[config.mk]
export PLATFORM = sky130hd
export DESIGN_NAME = disp_scheduler
export DESIGN_NICKNAME = d
export VERILOG_FILES = /design/src/rtl/disp_sched_pkg.sv /design/src/rtl/rr_arbiter.sv /design/src/rtl/disp_scheduler.sv
export SDC_FILE = /design/constraint.sdc
export NUM_CORES = 1
export LEC_CHECK = 0
export ABC_AREA = 1
export BUFFER_PORTS_ARGS = -buffer_cell sky130_fd_sc_hd__buf_2
export CORE_MARGIN = 3
export CORE_UTILIZATION = 45
export DETAILED_ROUTE_END_ITERATION = 8
export RECOVER_POWER = 100
export SLEW_MARGIN = 20
export SYNTH_ARGS = -nofsm -noshare
export SYNTH_HDL_FRONTEND = slang
export SYNTH_SLANG_ARGS = --single-unit
export TNS_END_PERCENT = 1
[constraint.sdc]
create_clock -name clk -period 7.2 [get_ports clk]
set_clock_uncertainty 0.15 [all_clocks]
set_input_delay 0.36 -clock clk [delete_from_list [all_inputs] [get_ports clk]]
set_output_delay 0.36 -clock clk [all_outputs]
set_load 0.02 [all_outputs]
[src/rtl/disp_sched_pkg.sv]
// Shared types and constants for the display time-share scheduler.
package disp_sched_pkg;

    typedef enum logic [1:0] {ARB, SHOW, BLANK} state_t;

    localparam int NIBBLE_W = 4;
    localparam logic [7:0] SEG_BLANK = 8'hFF;

    // Index width for n requesters, never narrower than one bit.
    function automatic int idx_width(input int n);
        return (n > 1) ? $clog2(n) : 1;
    endfunction

endpackage

[src/rtl/rr_arbiter.sv]
// Round-robin priority rotate: first set request at or after ptr, with wrap.
module rr_arbiter
    import disp_sched_pkg::*;
#(
    parameter int N = 4
) (
    input  logic [N-1:0]              req,
    input  logic [idx_width(N)-1:0]   ptr,
    output logic [N-1:0]              gnt_onehot,
    output logic [idx_width(N)-1:0]   gnt_idx,
    output logic                      gnt_valid
);

    localparam int IW = idx_width(N);

    logic [IW:0]   sum;
    logic [IW-1:0] idx;

    // Walk the requests from ptr upward, wrapping at N, and keep the first hit.
    always_comb begin
        gnt_onehot = '0;
        gnt_idx    = '0;
        gnt_valid  = 1'b0;
        sum        = '0;
        idx        = '0;
        for (int i = 0; i < N; i++) begin
            sum = {1'b0, ptr} + (IW+1)'(i);
            if (sum >= (IW+1)'(N)) begin
                sum = sum - (IW+1)'(N);
            end
            idx = sum[IW-1:0];
            if (!gnt_valid && req[idx]) begin
                gnt_valid       = 1'b1;
                gnt_idx         = idx;
                gnt_onehot[idx] = 1'b1;
            end
        end
    end

endmodule

[src/rtl/disp_scheduler.sv]
// Time-shares the 4-bit display value path among N_REQ requesters with
// round-robin arbitration, a fixed dwell time and an optional blank gap.
module disp_scheduler
    import disp_sched_pkg::*;
#(
    parameter int N_REQ        = 4,
    parameter int DWELL_CYCLES = 50_000_000,
    parameter int BLANK_CYCLES = 5_000_000
) (
    input  logic                          clk,
    input  logic                          rst,
    input  logic [N_REQ-1:0]              req_valid,
    input  logic [NIBBLE_W*N_REQ-1:0]     req_data,
    input  logic                          hold,
    output logic [N_REQ-1:0]              req_ack,
    output logic [NIBBLE_W-1:0]           disp_value,
    output logic                          disp_en,
    output logic [idx_width(N_REQ)-1:0]   disp_owner,
    output logic                          busy
);

    localparam int OW      = idx_width(N_REQ);
    localparam int MAX_CYC = (DWELL_CYCLES > BLANK_CYCLES) ? DWELL_CYCLES : BLANK_CYCLES;
    localparam int CNT_W   = $clog2(MAX_CYC + 1);
    localparam logic [CNT_W-1:0] DWELL_LAST = CNT_W'(DWELL_CYCLES - 1);
    localparam logic [CNT_W-1:0] BLANK_LAST = (BLANK_CYCLES > 0) ? CNT_W'(BLANK_CYCLES - 1) : '0;
    localparam logic [OW-1:0]    LAST_IDX   = OW'(N_REQ - 1);

    state_t            state;
    state_t            state_next;
    logic [CNT_W-1:0]  counter;
    logic [OW-1:0]     rr_ptr;
    logic              have_value;

    logic [N_REQ-1:0]  gnt_onehot;
    logic [OW-1:0]     gnt_idx;
    logic              gnt_valid;

    logic              dwell_done;
    logic              blank_done;

    rr_arbiter #(
        .N (N_REQ)
    ) u_arb (
        .req        (req_valid),
        .ptr        (rr_ptr),
        .gnt_onehot (gnt_onehot),
        .gnt_idx    (gnt_idx),
        .gnt_valid  (gnt_valid)
    );

    assign dwell_done = !hold && (counter == DWELL_LAST);
    assign blank_done = (counter == BLANK_LAST);

    // State register.
    always_ff @(posedge clk) begin
        if (rst) begin
            state <= ARB;
        end else begin
            state <= state_next;
        end
    end

    // Next-state: grant starts a slot, dwell ends it, blank (if any) separates slots.
    always_comb begin
        state_next = state;
        case (state)
            ARB:   if (gnt_valid) state_next = SHOW;
            SHOW:  if (dwell_done) state_next = (BLANK_CYCLES == 0) ? ARB : BLANK;
            BLANK: if (blank_done) state_next = ARB;
            default: state_next = ARB;
        endcase
    end

    // Grant capture, phase counter and round-robin pointer.
    always_ff @(posedge clk) begin
        if (rst) begin
            counter    <= '0;
            rr_ptr     <= '0;
            disp_value <= '0;
            disp_owner <= '0;
            req_ack    <= '0;
            have_value <= 1'b0;
        end else begin
            req_ack <= '0;
            case (state)
                ARB: begin
                    counter <= '0;
                    if (gnt_valid) begin
                        disp_value <= req_data[{gnt_idx, 2'b00} +: NIBBLE_W];
                        disp_owner <= gnt_idx;
                        req_ack    <= gnt_onehot;
                        rr_ptr     <= (gnt_idx == LAST_IDX) ? '0 : gnt_idx + OW'(1);
                        have_value <= 1'b1;
                    end
                end
                SHOW: begin
                    if (!hold) begin
                        counter <= dwell_done ? '0 : counter + CNT_W'(1);
                    end
                end
                BLANK: begin
                    counter <= blank_done ? '0 : counter + CNT_W'(1);
                end
                default: counter <= '0;
            endcase
        end
    end

    // Display enable and busy follow the phase; idle keeps the last value visible.
    always_comb begin
        disp_en = 1'b0;
        busy    = 1'b0;
        case (state)
            ARB:   disp_en = have_value;
            SHOW:  begin disp_en = 1'b1; busy = 1'b1; end
            BLANK: begin disp_en = 1'b0; busy = 1'b1; end
            default: begin disp_en = 1'b0; busy = 1'b0; end
        endcase
    end

endmodule
==> qor.txt <==
Post-DP HPWL -> 5.12 mm
fmax -> 0.277 GHz
number of I/O pins -> 35
top-area cell type share of the netlist area -> 28.2%
final hold violations -> 0
Static Leak -> 1.47 nW
Max Fanout on Critical Path -> 11
drt drc -> 0
worst vdd ir -> 0.199 mV
register area share after synthesis -> 28.2%
flops & latches, synth -> 41
Async S/R FF share, synth -> 0%
Initial Utilization -> 47.8%
Finished Layout Cells -> 548
share of cells above drive strength 1 -> 11.4%
setup TNS -> 0 ns
WL per Instance -> 12.3 microns
clock-pin slew on the worst setup and hold paths -> 0.08 ns
Post-DP Area -> 0.00312 sq mm
# setup viols final -> 0
CTS buffer count -> 5
Detail Route Antenna Nets -> 0
initial antenna violation count -> 0
commonest non-fill, non-tap cells in the layout -> 89 x nand2_1, 71 x inv_1, 56 x nand3_1
htree depth -> 2
Post-Syn Nets -> 477
largest net degree at the start of global routing -> 23
CTS Hold Bufs -> 0
vias in the first global route -> 2649
CP startpoint kind -> flop
Filler cells -> 666
syn avg cell area -> 6.60 sq um
vias per inst -> 5.14
via count -> 2817
number of flops mapped to enable cells by yosys -> 0
Worst-Margin Slew -> 0.961 ns
clk_lat worst skew -> 0.30 ns
PostCTS Resize Cnt -> 0
Tmin final -> 3.61 ns
Crit Reg-Reg Endpoint -> rr_ptr[1]
GRT overflow -> 0
CTS root buf -> clkbuf_8
WL final -> 6.72 mm
Max Root-Sink Buffers -> 2
Sink Count -> 41
die width -> 86.5 microns
status -> finished clean
Post-Synthesis Cells -> 442
HP Class -> primary input to flop
RSZ-0062 raised after global routing -> no
CTS tree -> built
post-synthesis cell area -> 0.00292 sq mm
top post-synthesis cells by area -> dfxtp_1 28%, nand2_1 11%, nand3_1 9.3%, inv_1 9.0%, nor2_1 5.9%
min-delay src -> req_data[9]
synth warn -> 0
core box area -> 0.00610 sq mm
Yosys cell types -> 38
Vert. Die Dim -> 86.5 microns
worst r2r src -> rr_ptr[0]
max cap viols -> 0
TritonRoute pass-1 iters -> 4
Hold Path Sink -> disp_value[1]
Req. time, crit path -> 7.23 ns
DIE AREA -> 0.00748 sq mm
r2r setup slk -> 3.59 ns
Final Cycle Share -> 50.1%
Initial DRC Count -> 159
ant diodes -> 0
final instance area -> 0.00314 sq mm
CP endpoint kind -> flop
Relative slew margins -> 35.7%
post-CTS setup buffer count -> 0
Synth-to-Final Area Change -> 7.85%
Placed Instances -> 540
first-pass GRT wire length -> 12.1 mm
critical path class -> flop to flop
reg2reg path depth -> 13
max-slew violation count -> 0
pwr dens -> 335 mW/mm^2
row count -> 28
WP data arrival -> 3.64 ns
WHS -> 0.312 ns
PortBufs -> 34
most common cell after layout, fill and taps aside -> nand2_1
hold path cells -> 7
Routability Congestion -> 0.896
Final #Nets -> 507
leading area contributor after synthesis -> dfxtp_1
GRT Total Usage -> 19.5%
Most used DFF post-synth -> dfxtp_1
==> flip-flops by register name, summed over array words and instances (netlist names) <==
register    flops
counter        26
disp_value      4
req_ack         4
disp_owner      2
rr_ptr          2
state           2
have_value      1
==> layer usage <==
metal / routed length [microns] / vias to the layer above / part of all wire [%] / track usage, %
met5: 0 / - / 0 / 0
met4: 82 / 0 / 1.2 / 5.52
met3: 259 / 7 / 3.9 / 3.33
met2: 2840 / 54 / 42 / 28.7
met1: 3540 / 1262 / 53 / 29.0
li1: - / 1494 / - / -
==> cell type report <==
| cell class | count | area [sq um] | share of cell area [%] |
|---|---|---|---|
| Timing Repair Buffer | 34 | 155 | 4.93 |
| Clock buffer | 7 | 96.3 | 3.06 |
| Multi-Input combinational cell | 317 | 1700 | 54.0 |
| Tap cell | 75 | 93.8 | 2.98 |
| Clock inverter | 1 | 5.00 | 0.159 |
| Inverter | 73 | 277 | 8.79 |
| Sequential cell | 41 | 821 | 26.1 |
==> cells in the mapped netlist (all sizes together), types with 3 or more instances <==
cell type,count
nand2,102
inv,73
nand3,60
nor2,49
dfxtp,41
nand4,23
a21oi,21
nor3,14
ha,12
o21ai,10
clkbuf,6
xor2,6
buf,4
xnor2,4
a22oi,3
nand3b,3
==> where the power goes <==
part / leakage, nW / switching, W / internal [W]
logic: 1.09 / 0.000419 / 0.000175
registers: 0.333 / 0.0000280 / 0.000263
clock network: 0.0542 / 0.0000820 / 0.0000867
total: 1.47 / 0.000529 / 0.000525
==> per-stage QoR <==
| step | total power, W | setup WS [ns] | utilization (%) |
|---|---|---|---|
| CTS | 0.00111 | 4.24 | 52.8 |
| global route | 0.00115 | 3.13 | 51.6 |
| finish | 0.00105 | 3.59 | 51.6 |
| detailed placement | 0.000942 | 4.26 | 51.1 |
| floorplan | 0.000811 | 4.93 | - |
| global placement | 0.000933 | 4.41 | 51.1 |
==> worst max path at each step <==
stage               from           to  slack, ns  cells past startpoint
3_5_place_dp    state[1]  counter[20]       4.26                      7
3_3_place_gp    state[1]  counter[17]       4.41                      7
4_1_cts         state[1]  counter[20]       4.24                      7
6_report       rr_ptr[0]    rr_ptr[1]       3.59                     13
2_1_floorplan  rr_ptr[0]    rr_ptr[1]       4.93                     13
5_1_grt        rr_ptr[1]    rr_ptr[1]       3.13                     13
==> critical path, stage by stage, from the launching register on <==
cell,delay [ns]
dfxtp_1,0.59
inv_4,0.17
ha_1,0.41
inv_1,0.11
nand2_1,0.12
nand2_4,0.05
nor2_1,0.46
nand3_1,0.53
nand2_1,0.35
inv_1,0.23
nand2_1,0.14
nor2_1,0.05
nor2_1,0.08
nor2_1,0.04
==> kinds of logic (layout without fill, tap and decap cells) <==
family	count (synthesis)	count (layout)	synth area share, %
compound gates	40	40	8.03
fa+ha+maj	12	12	5.15
buf+inv	84	115	11.7
flops	41	41	28.2
xor+xnor	10	10	3.00
simple gates	255	255	44.0
No activity file was read; power rests on OpenSTA's default activity.
